`src/rtl/cam_capture_px.sv`:
```
// OV7670 pixel-capture front end: assembles RGB565 byte pairs, converts format, crops, writes to frame buffer.
// Optional 2x decimation is enabled by defining CAM_DECIMATE_EN.
module cam_capture_px #(
  parameter int AW    = 17,
  parameter int DW    = 16,
  parameter int H_RES = 160,
  parameter int V_RES = 120
) (
  input  logic          pclk,
  input  logic          rst,
  input  logic          start,
  input  logic          cont,
  input  logic [1:0]    fmt,
  input  logic          vsync,
  input  logic          href,
  input  logic [7:0]    px_data,
  output logic [AW-1:0] mem_px_addr,
  output logic [DW-1:0] mem_px_data,
  output logic          px_wr,
  output logic          busy,
  output logic          frame_done,
  output logic          err_odd
);

  localparam int CW = 16;
  localparam logic [1:0] S_IDLE    = 2'd0;
  localparam logic [1:0] S_ARMED   = 2'd1;
  localparam logic [1:0] S_CAPTURE = 2'd2;
  localparam logic [1:0] S_DONE    = 2'd3;

`ifdef CAM_DECIMATE_EN
  localparam logic [CW-1:0] H_LIM = CW'(2 * H_RES);
  localparam logic [CW-1:0] V_LIM = CW'(2 * V_RES);
`else
  localparam logic [CW-1:0] H_LIM = CW'(H_RES);
  localparam logic [CW-1:0] V_LIM = CW'(V_RES);
`endif
  localparam logic [AW-1:0] ADDR_LAST = AW'(H_RES * V_RES - 1);

  logic [1:0]    state_q, state_d;
  logic          vsync_q, href_q;
  logic          phase_q, phase_d;
  logic [7:0]    hi_q, hi_d;
  logic [CW-1:0] col_q, col_d;
  logic [CW-1:0] line_q, line_d;
  logic [AW-1:0] addr_q, addr_d;
  logic          full_q, full_d;
  logic [DW-1:0] data_q, data_d;
  logic          wr_q, wr_d;
  logic [1:0]    fmt_q, fmt_d;
  logic          busy_q, busy_d;
  logic          err_q, err_d;

  logic          vs_rise, vs_fall, href_fall;
  logic          in_window, do_write, err_set;
  logic [15:0]   pix, conv;

  assign vs_rise   = vsync & ~vsync_q;
  assign vs_fall   = ~vsync & vsync_q;
  assign href_fall = ~href & href_q;
  assign pix       = {hi_q, px_data};

`ifdef CAM_DECIMATE_EN
  assign in_window = (col_q < H_LIM) && (line_q < V_LIM) && !col_q[0] && !line_q[0];
`else
  assign in_window = (col_q < H_LIM) && (line_q < V_LIM);
`endif

  assign do_write = (state_q == S_CAPTURE) && href && !vs_rise && phase_q && in_window && !full_q;

  always_comb begin
    conv = '0;
    case (fmt_q)
      2'b01:   conv = {4'h0, pix[15:12], pix[10:7], pix[4:1]};
      2'b10:   conv = pix;
      default: conv = {8'h00, pix[15:13], pix[10:8], pix[4:3]};
    endcase
  end

  always_comb begin
    state_d = state_q;
    phase_d = phase_q;
    hi_d    = hi_q;
    col_d   = col_q;
    line_d  = line_q;
    addr_d  = addr_q;
    full_d  = full_q;
    data_d  = data_q;
    wr_d    = 1'b0;
    fmt_d   = fmt_q;
    err_set = 1'b0;

    // Address moves on the edge after a write so it names the current write while px_wr is high.
    if (wr_q && !full_q) begin
      addr_d = addr_q + 1'b1;
    end

    case (state_q)
      S_IDLE: begin
        if (start || cont) state_d = S_ARMED;
      end
      S_ARMED: begin
        if (vs_fall) begin
          state_d = S_CAPTURE;
          fmt_d   = fmt;
          addr_d  = '0;
          col_d   = '0;
          line_d  = '0;
          phase_d = 1'b0;
          full_d  = 1'b0;
        end
      end
      S_CAPTURE: begin
        if (vs_rise) begin
          state_d = S_DONE;
          phase_d = 1'b0;
        end else if (href) begin
          if (!phase_q) begin
            hi_d    = px_data;
            phase_d = 1'b1;
          end else begin
            phase_d = 1'b0;
            col_d   = (col_q == '1) ? col_q : col_q + 1'b1;
            if (do_write) begin
              wr_d        = 1'b1;
              data_d      = '0;
              data_d[15:0] = conv;
              if (addr_q == ADDR_LAST) full_d = 1'b1;
            end
          end
        end else if (href_fall) begin
          col_d   = '0;
          phase_d = 1'b0;
          err_set = phase_q;
          if (col_q != '0 && line_q != '1) line_d = line_q + 1'b1;
        end
      end
      default: begin
        state_d = (cont || start) ? S_ARMED : S_IDLE;
      end
    endcase

    err_d = err_q;
    if (start)   err_d = 1'b0;
    if (err_set) err_d = 1'b1;

    busy_d = (state_d == S_ARMED) || (state_d == S_CAPTURE) || ((state_d == S_DONE) && cont);
  end

  always_ff @(posedge pclk or posedge rst) begin
    if (rst) begin
      state_q <= S_IDLE;
      vsync_q <= 1'b0;
      href_q  <= 1'b0;
      phase_q <= 1'b0;
      hi_q    <= '0;
      col_q   <= '0;
      line_q  <= '0;
      addr_q  <= '0;
      full_q  <= 1'b0;
      data_q  <= '0;
      wr_q    <= 1'b0;
      fmt_q   <= '0;
      busy_q  <= 1'b0;
      err_q   <= 1'b0;
    end else begin
      state_q <= state_d;
      vsync_q <= vsync;
      href_q  <= href;
      phase_q <= phase_d;
      hi_q    <= hi_d;
      col_q   <= col_d;
      line_q  <= line_d;
      addr_q  <= addr_d;
      full_q  <= full_d;
      data_q  <= data_d;
      wr_q    <= wr_d;
      fmt_q   <= fmt_d;
      busy_q  <= busy_d;
      err_q   <= err_d;
    end
  end

  assign mem_px_addr = addr_q;
  assign mem_px_data = data_q;
  assign px_wr       = wr_q;
  assign busy        = busy_q;
  assign frame_done  = (state_q == S_DONE);
  assign err_odd     = err_q;

endmodule

```
`config.mk`:
```
export PLATFORM = sky130hd
export DESIGN_NAME = cam_capture_px
export DESIGN_NICKNAME = d
export VERILOG_FILES = /design/src/rtl/cam_capture_px.sv
export SDC_FILE = /design/constraint.sdc
export NUM_CORES = 1
export LEC_CHECK = 0
export ABC_CLOCK_PERIOD_IN_PS = 6410
export CELL_PAD_IN_SITES_DETAIL_PLACEMENT = 1
export CELL_PAD_IN_SITES_GLOBAL_PLACEMENT = 2
export CORE_ASPECT_RATIO = 0.7
export CORE_MARGIN = 8
export CORE_UTILIZATION = 38
export CTS_BUF_LIST = sky130_fd_sc_hd__clkbuf_8 sky130_fd_sc_hd__clkbuf_16
export CTS_CLUSTER_DIAMETER = 50
export CTS_CLUSTER_SIZE = 40
export DETAILED_ROUTE_END_ITERATION = 16
export PLACE_DENSITY = 0.85
export SYNTH_ARGS = -nofsm -noshare
export SYNTH_HDL_FRONTEND = slang
export SYNTH_SLANG_ARGS = --single-unit
```
`constraint.sdc`:
```
create_clock -name pclk -period 6.41 [get_ports pclk]
set_input_delay 0.641 -clock pclk [delete_from_list [all_inputs] [get_ports pclk]]
set_output_delay 0.641 -clock pclk [all_outputs]
set_load 0.01 [all_outputs]
```
## After elaboration in Yosys (flattened, before gate mapping)

Cells that the tools add are included.

| word-level totals | value |
|---|---|
| register bits | 84 |
| bits of input ports | 16 |

| cells by class | value |
|---|---|
| $add $sub $neg | 3 |
| order comparisons | 2 |
| equality and inequality tests | 24 |
| mux-type cells | 44 |
| bitwise gates (word level) | 8 |
| reductions and logical operators | 25 |

Operator list:

| cell | number |
|---|---|
| $mux W16 | 10 |
| $pmux W16 S2 | 3 |
| $mux W17 | 3 |
| $add A16 B1 Y16 const B | 2 |
| $mux W1 | 22 |
| $add A17 B1 Y17 const B | 1 |
| $eq A17 B15 Y1 const B | 1 |
| $eq A16 B16 Y1 const B | 1 |
| $lt A16 B7 Y1 const B | 1 |
| $lt A16 B8 Y1 const B | 1 |
| $ne A16 B16 Y1 const B | 1 |
| $reduce_bool A16 Y1 | 1 |
| $ne A2 B2 Y1 const B | 7 |
| $reduce_and A6 Y1 | 2 |
| $eq A2 B2 Y1 const B | 5 |
| $logic_and A1 B1 Y1 | 9 |
| $ne A3 B3 Y1 const B | 3 |
| $reduce_and A7 Y1 | 1 |
| $eq A2 B1 Y1 const B | 3 |
| $mux W2 | 3 |
| $pmux W2 S3 | 1 |
| $not A1 Y1 | 5 |
| $reduce_and A5 Y1 | 1 |
| $ne A2 B1 Y1 const B | 2 |
| 10 further kinds | 17 |

## Depth between registers and ports, before layout

Gate-level depths: netlist (run 1).

| depth | value |
|---|---|
| depth after elaboration | 12 |
| mapped depth | 8 |
| depth with buffers taken out | 7 |

## Least setup slack after synthesis (run 1)

Ideal clock, no wire load.

| timing path | value |
|---|---|
| path type | register -> register |
| start point | reg line_q[11] |
| end point | reg full_q |
| setup time | 65 ps |
| arrival time | 2279 ps |
| setup slack | 4066 ps |
| stages on the path, launching flop included | 7 |
| path buffers | 1 |
| clock period less this slack | 2344 ps |
| path through | dfrtp_1 > or4_1 > or4b_1 > or3_4 > buf_6 > nor4_4 > o21a_1 |

| between the ends | value |
|---|---|
| word-level cells in the longest chain between the ends | 6 |

Ends and longest elaborated chain:

| what | RTL line | source |
|---|---|---|
| from (decl) | 45 | `logic [CW-1:0] line_q, line_d;` |
| from (signal assigned) | 173 | `line_q <= line_d;` |
| $lt A16 B7 Y1 | 66 | `assign in_window = (col_q < H_LIM) && (line_q < V_LIM);` |
| $logic_and A1 B1 Y1 | 66 |  |
| $logic_and A1 B1 Y1 (2 in series) | 69 | `assign do_write = (state_q == S_CAPTURE) && href && !vs_rise && phase_q && in_window && !full_q;` |
| $ne A2 B2 Y1 (no source line) | -- |  |
| $reduce_and A7 Y1 (no source line) | -- |  |
| to (signal assigned) | 175 | `full_q <= full_d;` |
| to (decl) | 47 | `logic full_q, full_d;` |

Every way passes these cells.
A chain may end at the register's enable or synchronous reset.

## Worst setup path in the final report (run 1)

| timing path | value |
|---|---|
| start point | in vsync |
| end point | reg col_q[14] |

| between the ends | value |
|---|---|
| word-level cells in the longest chain between the ends | 4 |

Ends and longest elaborated chain:

| what | RTL line | source |
|---|---|---|
| from (decl) | 14 | `input logic vsync,` |
| $not A1 Y1 | 59 | `assign vs_fall = ~vsync & vsync_q;` |
| $and A1 B1 Y1 | 59 |  |
| $ne A2 B2 Y1 (no source line) | -- |  |
| $reduce_and A6 Y1 (no source line) (*) | -- |  |
| to (signal assigned) | 172 | `col_q <= col_d;` |
| to (decl) | 44 | `logic [CW-1:0] col_q, col_d;` |

Every way passes the cells marked *; elsewhere a longest branch is shown, timed or not.

==> parameters.txt, run 1 <==
Parameter                              Value

Yosys
  Gate count after technology mapping ... 457
  YS warnings ... 0
  Number of enable-type register cells in the synthesized netlist ... 0
  Net count after synthesis ... 480
  Syn_area_per_cell ... approximately 9.5 um^2
  Netlist area before placement ... between 4000 and 5000 um^2
  Most frequently used flop master after synthesis ... sky130_fd_sc_hd__dfrtp_1
  Seq cells post-synth ... 84
  Async set-reset flop share out of synthesis ... between 90% and 100%
  Part of the Yosys area used for sequential elements ... a little under 50%
  Number of unique standard cell types used by synthesis ... 46

STA
  Share of the clock period used by the worst path ... 51.43%
  Count of endpoints failing hold in the final timing report ... 0
  Unrepaired setup endpoints after global routing ... false
  Fin. max-slew vios ... 0
  Fmax ... between 0.3 and 0.4 GHz
  Setup-violating endpoint count in the final report ... 0
  Time the final worst path needs with I/O delays and setup ... between 3 and 4 ns
  Transition time of the tightest slew-check pin ... about 1.1 ns
  Setup TNS ... 0 ns
  Setup clock skew after layout ... around 0.0085 ns
  Slew Limit Headroom ... 27.65%

Layout
  Number of antenna cells inserted ... 0
  Total number of nets in the final design ... between 500 and 600
  Utilization of the core after routing ... around 48%
  Share of cells above drive strength 1 ... ~7.4%
  Layout overhead on the synthesized area ... 23.25%

Setup path
  Maximum fanout count along the critical path ... 22
  Critical Path Source Type ... primary input
  Critical setup path kind ... in2reg
  Critical path data arrival time ... 3.56 ns
  CP required ... approximately 6.7 ns
  Capturing element type of the critical path ... flop
  Register-to-Register Path Depth ... 5

Min path
  Worst min path class ... reg2reg
  Worst hold path depth ... 2

Power
  Power per Cell Area ... approximately 270 nW/um^2
  Power share of the sequential group ... around 43%
  Logic gate share of total power ... about a fifth
  Pint ... ~0.0010 W
  Sw Share ... 29.19%
  Switching power ... roughly 0.00043 W
  Clock power frac ... between 30% and 40%
  Lkg Pwr ... between 2 and 2.5 nW
  Peak supply drop ... between 150 and 200 uV

Route
  Routed length per placed instance ... about 18 um
  Final Routed Wirelength ... 11.85 mm
  Number of design rule violations left after detail routing ... 0
  Total vias in the final route ... around 3700
  Starting DRT DRC Count ... around 180
  First-pass detailed-route iteration total ... 4
  Vias per std cell ... 5.569
  Antenna violation net count after detailed routing ... 0

Die
  Overall die height ... between 100 and 150 um
  Die outline width ... 143.9 um
  Count of boundary I/O pins ... 53
  Core Footprint ... 11090 um^2
  Number of placement rows ... 32
  Effective utilization at floorplan ... between 30% and 40%
  Die area ... around 15000 um^2

Placed design
  Port Buffers ... 52
  HPWL reported at the end of detailed placement ... between 8 and 9 mm
  Weighted congestion at the end of routability-driven global placement ... roughly 0.8

Clock tree
  Clock tree root driver cell ... sky130_fd_sc_hd__clkbuf_16
  Post-CTS sizing ... 0
  Clk buf depth ... 2
  Post CTS Setup Buffer Count ... 0
  Number of clock sinks seen by CTS ... 84
  Skew-Pair Late Insertion Delay ... between 0.3 and 0.4 ns
  Number of buffers inserted during clock tree synthesis ... 9
  Total of hold buffers inserted after clock tree synthesis ... 0
  Clock slew at reported path FFs ... ~0.060 ns
  Max H-tree Level ... 3
  Clock tree from TritonCTS ... yes

Global route
  Global-route wire length before repair ... roughly 20 mm
  Initial antenna violation count ... 0
  Congestion Overflow GR ... 0
  Largest net degree at the start of global routing ... 85
  Via count of the first global-routing pass ... about 4000
  GRT Overall Usage ... 16.40%

Flow run
  Number of violations of the max-capacitance limit ... 0

Run status
  Outcome ... complete, no violations
==> registers in the layout, summed over array words and instances, names as in the netlist <==
| name | flops |
|---|---|
| mem_px_addr | 17 |
| line_q | 16 |
| px_wr | 1 |
| state_q | 2 |
| fmt_q | 2 |
| err_odd | 1 |
| href_q | 1 |
| busy | 1 |
| mem_px_data | 16 |
| full_q | 1 |
| phase_q | 1 |
| vsync_q | 1 |
| col_q | 16 |
| hi_q | 8 |
==> worst max-delay path, cell delays in order <==
cell and delay (ns):
sky130_fd_sc_hd__clkdlybuf4s50_1 0.54, sky130_fd_sc_hd__nand4bb_1 0.93, sky130_fd_sc_hd__o21ai_0 0.41, sky130_fd_sc_hd__nand3_1 0.32, sky130_fd_sc_hd__or4_1 0.55, sky130_fd_sc_hd__a21oi_1 0.16
==> worst paths after layout <==
kind	startpoint	end	slack, ns
max reg2reg	state_q[1]	col_q[14]	3.53
min reg2reg	mem_px_data[12]	mem_px_data[12]	0.47
max	vsync	col_q[14]	3.11
min in group asynchronous	rst	mem_px_addr[16]	1.00
min	mem_px_data[12]	mem_px_data[12]	0.47
max in group asynchronous	rst	hi_q[6]	4.74
==> layout by cell type, fill, tap and decap left out, drive strengths merged, types with 3 or more instances in the layout <==
master,netlist,routed
and4,4,4
dfrtp,84,84
clkdlybuf4s50,0,52
nand2,53,53
a31o,3,3
and3,9,9
a21o,5,5
o31ai,10,10
mux2i,14,14
or4,13,13
inv,12,13
mux2,8,8
nand3,25,25
o21ai,21,21
clkbuf,13,9
and2,4,4
nand2b,11,11
xor2,11,11
or2,3,3
nor4b,4,4
nor3,13,13
a21oi,24,24
nor2,39,39
xnor2,6,6
nand4,13,13
buf,3,5
nor4,13,13
or3,5,5
nor2b,3,3
ha,7,7
a22oi,12,12
==> cell usage after synthesis (10+ instances only) <==
cell	count	area [um^2]
sky130_fd_sc_hd__a22oi_1	12	90.09
sky130_fd_sc_hd__nand2b_1	11	68.82
sky130_fd_sc_hd__nand3_1	25	125.1
sky130_fd_sc_hd__nor2_1	39	146.4
sky130_fd_sc_hd__nand4_1	13	81.33
sky130_fd_sc_hd__mux2i_1	14	140.1
sky130_fd_sc_hd__o21ai_0	21	105.1
sky130_fd_sc_hd__nor3_1	13	65.06
sky130_fd_sc_hd__nand2_1	53	198.9
sky130_fd_sc_hd__nor4_1	11	68.82
sky130_fd_sc_hd__dfrtp_1	84	2102
sky130_fd_sc_hd__a21oi_1	24	120.1
sky130_fd_sc_hd__clkbuf_1	13	48.80
sky130_fd_sc_hd__xor2_1	11	96.34
sky130_fd_sc_hd__o31ai_1	10	75.07
sky130_fd_sc_hd__or4_1	13	97.59
sky130_fd_sc_hd__inv_1	12	45.04
==> metrics by stage <==
stage	instance area (um^2)	setup slack [ns]	total power, W	hold slack [ns]	instances
3_5_place_dp	5059	2.746	0.0009289	0.4657	651
5_1_grt	5366	2.887	0.001545	0.5034	666
2_1_floorplan	4354	3.604	0.0008159	0.4814	457
3_3_place_gp	5059	2.875	0.0009179	0.4601	651
6_report	5366	3.113	0.001471	0.4714	666
4_1_cts	5366	3.098	0.001488	0.4789	666
==> metal layers <==
layer | global-route usage (%) | wire (um)
met1 | 22.93 | 6133
met2 | 24.46 | 5164
met3 | 4.957 | 487
met4 | 3.441 | 65
met5 | 0 | 0
==> area by class of cell <==
class	instances	area (um^2)
Timing Repair Buffer	57	558.0
Fill cell	1276	5724
Clock inverter	6	82.58
Tap cell	153	191.4
Sequential cell	84	2102
Multi-Input combinational cell	345	2161
Clock buffer	9	225.2
Inverter	12	46.29
==> power by group through the flow <==
stage	Combinational, W	Sequential [W]	Clock [W]
after floorplan	0.000187	0.000629	0
after global placement	0.000284	0.000634	0
after detailed placement	0.000292	0.000637	0
after CTS	0.000297	0.000629	0.000562
after global routing	0.000326	0.000636	0.000583
final	0.000292	0.000629	0.000550
==> cells by family (layout without fill, tap and decap cells) <==
family,count (synthesis),in the layout,synth area share (%)
fa+ha+maj,7,7,2.011
simple gates,218,218,26.78
buf+inv,28,84,2.615
mux,22,22,5.287
flops,84,84,48.28
compound gates,81,81,11.61
xor+xnor,17,17,3.419
Power figures use the tool's default switching activity.
==> inputs of run 2 (changes only) <==
ABC_CLOCK_PERIOD_IN_PS = 3400   (was 6410)
CORE_UTILIZATION = 35   (was 38)
PLACE_DENSITY = 0.8   (was 0.85)
clock period = 3.4 ns   (was 6.41 ns; I/O delays follow)
==> run 2 against run 1 <==
  * Clock skew shrank 0.00093 ns
  * Worst hold slack lost 0.073 ns
  * Clock power increased by 93%
  * Sequential cell count is the same
  * Worst setup slack worse by 2.3 ns
  * Cell count up 2.0%
  * Global-route usage down 0.79 points
  * Die area rose by 7.4%
  * Non-clock buffer count grew 3
  * Critical path depth fell by 1
  * Register-to-register slack lost 2.7 ns
  * Wire length increased by 1.9%
  * Critical path type is now reg2reg
  * Largest cell class unchanged
==> parameters.txt, run 2 (synthesis results as in run 1) <==
Parameter                              Value

STA
  Fmax ... just under 0.4 GHz
  Setup clock skew after layout ... 0.007611 ns (-0.0009296 ns)
  Transition time of the tightest slew-check pin ... 0.7168 ns (-0.3684 ns)
  Unrepaired setup endpoints after global routing ... false
  Setup TNS ... 0 ns (unchanged)
  Share of the clock period used by the worst path ... 75.91%
  Final hold slack ... 0.3985 ns (-0.07287 ns)
  Time the final worst path needs with I/O delays and setup ... between 2 and 3 ns
  Slew Limit Headroom ... 51.84% (+24 points)
  Post-route worst setup slack ... 0.8189 ns (-2.294 ns)
  Count of endpoints failing hold in the final timing report ... 0 (unchanged)
  Setup-violating endpoint count in the final report ... 0 (unchanged)
  Fin. max-slew vios ... 0 (unchanged)

Route
  Starting DRT DRC Count ... 184 (+4.0%)
  Total vias in the final route ... 3699 (-0.27%)
  Vias per std cell ... 5.448 (-2.2%)
  Final Routed Wirelength ... 12.08 mm (+1.9%)
  First-pass detailed-route iteration total ... 4 (unchanged)
  Routed length per placed instance ... 17.78 um (about the same)
  Number of design rule violations left after detail routing ... 0 (unchanged)
  Antenna violation net count after detailed routing ... 0 (unchanged)

Layout
  Total number of nets in the final design ... 535 (+0.56%)
  Utilization of the core after routing ... 44.11% (-4.3 points)
  Leading cell types in the layout, fill and taps excluded ... sky130_fd_sc_hd__dfrtp_1, sky130_fd_sc_hd__nand2_1, sky130_fd_sc_hd__clkdlybuf4s50_1
  Number of antenna cells inserted ... 0 (unchanged)
  Most common cell after layout, fill and taps aside ... sky130_fd_sc_hd__dfrtp_1
  Layout fillers ... 1370 (+7.4%)
  Max reg flops ... 17 (unchanged)
  Share of cells above drive strength 1 ... 8.124% (+0.72 points)
  Post-route cell area ... 5423 um^2 (+1.0%)
  Layout overhead on the synthesized area ... 24.54%

Setup path
  Critical setup path kind ... reg2reg
  Capturing element type of the critical path ... flop
  Critical Path Source Type ... flop
  Critical path data arrival time ... 2.86 ns (-0.70 ns)
  Start of the worst register-to-register path ... line_q[11]
  CP required ... 3.68 ns (-2.99 ns)
  Maximum fanout count along the critical path ... 29 (+32%)
  Worst setup path startpoint ... line_q[11]

Clock tree
  Post CTS Setup Buffer Count ... 0 (unchanged)
  Post-CTS sizing ... 0 (unchanged)
  Skew-Pair Late Insertion Delay ... 0.34 ns (about the same)
  Total of hold buffers inserted after clock tree synthesis ... 0 (unchanged)
  Clk buf depth ... 2 (unchanged)
  Number of buffers inserted during clock tree synthesis ... 9 (unchanged)
  Max H-tree Level ... 3 (unchanged)
  Clock slew at reported path FFs ... 0.06 ns (about the same)
  Clock tree root driver cell ... sky130_fd_sc_hd__clkbuf_16
  Clock tree from TritonCTS ... yes
  Number of clock sinks seen by CTS ... 84 (unchanged)

Global route
  GRT Overall Usage ... 15.60% (-0.79 points)
  Via count of the first global-routing pass ... 3944 (+1.3%)
  Congestion Overflow GR ... 0 (unchanged)
  Largest net degree at the start of global routing ... 51 (-40%)
  Global-route wire length before repair ... 20.51 mm (+2.5%)
  Initial antenna violation count ... 0 (unchanged)

Power
  Power per Cell Area ... 517.2 nW/um^2 (+89%)
  Peak supply drop ... 234.4 uV (+52%)
  Lkg Pwr ... 2.287 nW (+1.3%)

Placed design
  HPWL reported at the end of detailed placement ... 8.686 mm (+2.7%)
  Port Buffers ... 52 (unchanged)
  Weighted congestion at the end of routability-driven global placement ... 0.7627 (-4.9%)
  Placement-stage cell area ... 5105 um^2 (+0.92%)
  Pre-CTS setup slack ... 0.5747 ns (-2.171 ns)

Run status
  Outcome ... complete, no violations

Die
  Count of boundary I/O pins ... 53 (unchanged)
  Core Footprint ... 12290 um^2 (+11%)
  Die outline width ... 149.3 um (+3.7%)
  Effective utilization at floorplan ... 35.42% (-3.8 points)
  Die area ... 16320 um^2 (+7.4%)
  Overall die height ... 109.3 um (+3.6%)
  Number of placement rows ... 34 (+6.3%)

Flow run
  Number of violations of the max-capacitance limit ... 0 (unchanged)

Min path
  Worst min path class ... in2async
run 2: path summary, 6_finish.rpt:
path                                   to  slack [ns]  depth (start not counted)
max                                full_q        0.82                          5
min reg2reg                mem_px_data[2]        0.48                          2
min in group pclk          mem_px_data[2]        0.48                          2
max reg2reg                        full_q        0.82                          5
min                        mem_px_data[9]        0.40                          2
max in group asynchronous       line_q[5]        2.33                          3
run 2: routing by layer:
layer / vias to the layer above / share of wire, % / track usage (%)
met5: - / 0 / 0
met4: 0 / 1.4 / 5.312
met3: 13 / 3.6 / 3.207
met2: 63 / 45 / 24.24
met1: 1853 / 50 / 21.42
li1: 1770 / - / -
run 2: worst max-delay path: stages, from the launching register on:
cell	delay [ns]
sky130_fd_sc_hd__dfrtp_1	0.45
sky130_fd_sc_hd__or4_1	0.55
sky130_fd_sc_hd__or4b_1	0.54
sky130_fd_sc_hd__or3_4	0.53
sky130_fd_sc_hd__nor4_4	0.30
sky130_fd_sc_hd__o21a_1	0.14
run 2: cell type report:
class,count,area (um^2),share of cell area (%)
flip-flops and latches,84,2102,38.76
clock inverters,7,92.59,1.707
multi-input cells,345,2161,39.85
well taps,162,202.7,3.738
repair buffers,60,593.1,10.94
clock buffers,9,225.2,4.153
inverters,12,46.29,0.8537
run 2: through the flow:
step | power (W) | instances
floorplan | 0.001538 | 457
global placement | 0.001741 | 663
detailed placement | 0.001761 | 663
CTS | 0.002845 | 679
global route | 0.002963 | 679
finish | 0.002805 | 679
run 2: where the power goes:
group          switching, W  internal, W
Combinational      0.000318     0.000238
Clock              0.000419     0.000643
Sequential        0.0000931      0.00109
Total              0.000830      0.00197
==> inputs of run 3 (changes only) <==
ABC_CLOCK_PERIOD_IN_PS = 2200   (was 3400)
CORE_UTILIZATION = 32   (was 35)
PLACE_DENSITY = 0.77   (was 0.8)
clock period = 2.2 ns   (was 3.4 ns; I/O delays follow)
==> run 3 against run 2 <==
  * The run now ends with negative setup slack left
  * Cell count up 9.1%
  * Final area up 8.3%
  * Wire length up 6.5%
  * Via count up 5.8%
  * Highest routed layer unchanged
==> parameters.txt, run 3 (synthesis results as in run 1) <==
Parameter                              Value

Layout
  Register area ... 2102 um^2 (unchanged)
  Number of antenna cells inserted ... 0 (unchanged)
  Share of cells above drive strength 1 ... 18.53% (+10 points)
  Layout fillers ... 1518 (+11%)
  Leading cell types in the layout, fill and taps excluded ... sky130_fd_sc_hd__dfrtp_1, sky130_fd_sc_hd__clkdlybuf4s50_1, sky130_fd_sc_hd__nand2_1
  Most common cell after layout, fill and taps aside ... sky130_fd_sc_hd__dfrtp_1
  Multi-input combinational cell area ... 2272 um^2 (+5.2%)
  Total number of nets in the final design ... 575 (+7.5%)
  Layout overhead on the synthesized area ... 34.83%
  Max reg flops ... 17 (unchanged)

Min path
  Worst min path class ... in2async

Run status
  Outcome ... finished with violations
  Violations in the final reports ... negative setup slack

STA
  Time the final worst path needs with I/O delays and setup ... 2.221 ns (-0.3605 ns)
  Slew Limit Headroom ... 53.23% (+1.4 points)
  Final hold slack ... 0.1908 ns (-0.2078 ns)
  Setup clock skew after layout ... 0.004342 ns (-0.003269 ns)
  Post-route worst setup slack ... -0.02062 ns (-0.8395 ns)
  Setup-violating endpoint count in the final report ... 3 (+3)
  Fmax ... 0.4503 GHz (+16%)
  Unrepaired setup endpoints after global routing ... true
  Share of the clock period used by the worst path ... 100.9% (+25 points)
  Count of endpoints failing hold in the final timing report ... 0 (unchanged)
  Setup TNS ... -0.03975 ns (-0.03975 ns)
  Fin. max-slew vios ... 0 (unchanged)
  Transition time of the tightest slew-check pin ... 0.7015 ns (-0.01533 ns)

Setup path
  Total buffers and inverters traversed by the critical path ... 0 (unchanged)
  Worst stage delay on the critical path ... 0.57 ns (+0.02 ns)
  CP cell instances ... or4_1 -> or4b_4 -> or3_4 -> nor4_4 -> o21a_1
  Largest delay share family, worst path ... simple AND/OR/NAND/NOR gates
  Critical Path Source Type ... flop
  Worst-path cell with the longest stage delay ... sky130_fd_sc_hd__or4b_4
  CP required ... 2.48 ns (-1.20 ns)
  Maximum fanout count along the critical path ... 8 (-72%)
  Critical setup path kind ... reg2reg
  Critical path data arrival time ... 2.50 ns (-0.36 ns)
  Capturing element type of the critical path ... flop

Placed design
  Port Buffers ... 52 (unchanged)
  HPWL reported at the end of detailed placement ... 9.255 mm (+6.5%)
  Weighted congestion at the end of routability-driven global placement ... 0.8247 (+8.1%)

Power
  Power per Cell Area ... 751.9 nW/um^2 (+45%)
  Lkg Pwr ... 2.493 nW (+9.0%)
  Overall power consumption ... 0.004414 W (+57%)
  Peak supply drop ... 415.0 uV (+77%)

Flow run
  Number of violations of the max-capacitance limit ... 0 (unchanged)

Global route
  Global-route wire length before repair ... 21.55 mm (+5.1%)
  Via count of the first global-routing pass ... 4100 (+4.0%)
  Initial antenna violation count ... 0 (unchanged)
  Congestion Overflow GR ... 0 (unchanged)
  Largest net degree at the start of global routing ... 49 (-3.9%)
  GRT Overall Usage ... 15.19% (-0.42 points)

Clock tree
  Skew-Pair Late Insertion Delay ... 0.34 ns (about the same)
  Clock tree from TritonCTS ... yes
  Max H-tree Level ... 3 (unchanged)
  Clock slew at reported path FFs ... 0.06 ns (about the same)
  Number of buffers inserted during clock tree synthesis ... 9 (unchanged)
  Number of clock sinks seen by CTS ... 84 (unchanged)
  Clock tree root driver cell ... sky130_fd_sc_hd__clkbuf_16
  Clk buf depth ... 2 (unchanged)

Die
  Count of boundary I/O pins ... 53 (unchanged)
  Overall die height ... 113.6 um (+3.9%)
  Die area ... 17650 um^2 (+8.2%)
  Core Footprint ... 13230 um^2 (+7.6%)
  Effective utilization at floorplan ... 32.92% (-2.5 points)
  Number of placement rows ... 35 (+2.9%)
  Die outline width ... 155.4 um (+4.1%)

Route
  Total vias in the final route ... 3912 (+5.8%)
  Starting DRT DRC Count ... 221 (+20%)
  Number of design rule violations left after detail routing ... 0 (unchanged)
  Final Routed Wirelength ... 12.86 mm (+6.5%)
  First-pass detailed-route iteration total ... 4 (unchanged)
  Antenna violation net count after detailed routing ... 0 (unchanged)
  Vias per std cell ... 5.279 (-3.1%)
  Routed length per placed instance ... 17.36 um (-2.4%)
## run 3: layout make-up
| class | count | area share, % |
|---|---|---|
| Multi-Input combinational cell | 347 | 38.70 |
| Tap cell | 185 | 3.943 |
| Clock inverter | 4 | 1.236 |
| Timing Repair Buffer | 98 | 15.17 |
| Sequential cell | 84 | 35.81 |
| Inverter | 12 | 0.8312 |
| Clock buffer | 11 | 4.305 |
## run 3: worst reg2reg max path, cell delays in order (launching register included)
cell and delay (ns):
sky130_fd_sc_hd__dfrtp_1 0.37, sky130_fd_sc_hd__or4_1 0.51, sky130_fd_sc_hd__or4b_4 0.57, sky130_fd_sc_hd__or3_4 0.43, sky130_fd_sc_hd__nor4_4 0.15, sky130_fd_sc_hd__o21a_1 0.13
## run 3: path summary, 6_finish.rpt
path | end | slack, ns | cells after the start | startpoint
worst max-delay path | full_q | -0.02 | 5 | line_q[15]
worst min-delay path | mem_px_addr[11] | 0.19 | 2 | rst
worst max register to register | full_q | -0.02 | 5 | line_q[15]
worst min register to register | mem_px_data[13] | 0.47 | 2 | mem_px_data[13]
max in group asynchronous | col_q[13] | 1.38 | 3 | rst
min in group pclk | fmt_q[1] | 0.47 | 3 | fmt[1]
## run 3: report_power, final
group,internal (W),switching [W],total [W]
registers,0.00169,0.000138,0.00183
clock network,0.00105,0.000604,0.00165
logic,0.000402,0.000531,0.000933
## run 3: stage by stage
| stage | setup slack (ns) | utilization (%) | cell area (um^2) | cells |
|---|---|---|---|---|
| 5_1_grt | -0.1197 | 44.39 | 5871 | 741 |
| 6_report | -0.02062 | 44.39 | 5871 | 741 |
| 3_3_place_gp | -0.1315 | 40.86 | 5404 | 720 |
| 2_1_floorplan | -0.09690 | - | 4365 | 457 |
| 4_1_cts | -0.08287 | 43.72 | 5782 | 737 |
| 3_5_place_dp | -0.2217 | 40.86 | 5404 | 720 |
## run 3: routing by layer
| layer | vias to the layer above | global-route usage [%] | wire length [um] |
|---|---|---|---|
| li1 | 1868 | - | - |
| met1 | 1961 | 21.54 | 6594 |
| met2 | 75 | 22.42 | 5586 |
| met3 | 8 | 3.702 | 556 |
| met4 | 0 | 4.317 | 123 |
| met5 | - | 0 | 0 |
## run 3: timing repair
action	4_1_cts	5_1_grt
resized for setup	16	17
pin swaps	14	12
hold buffers	0	0
setup endpoints to repair	23	31
setup buffers	0	4
cloned	2	0
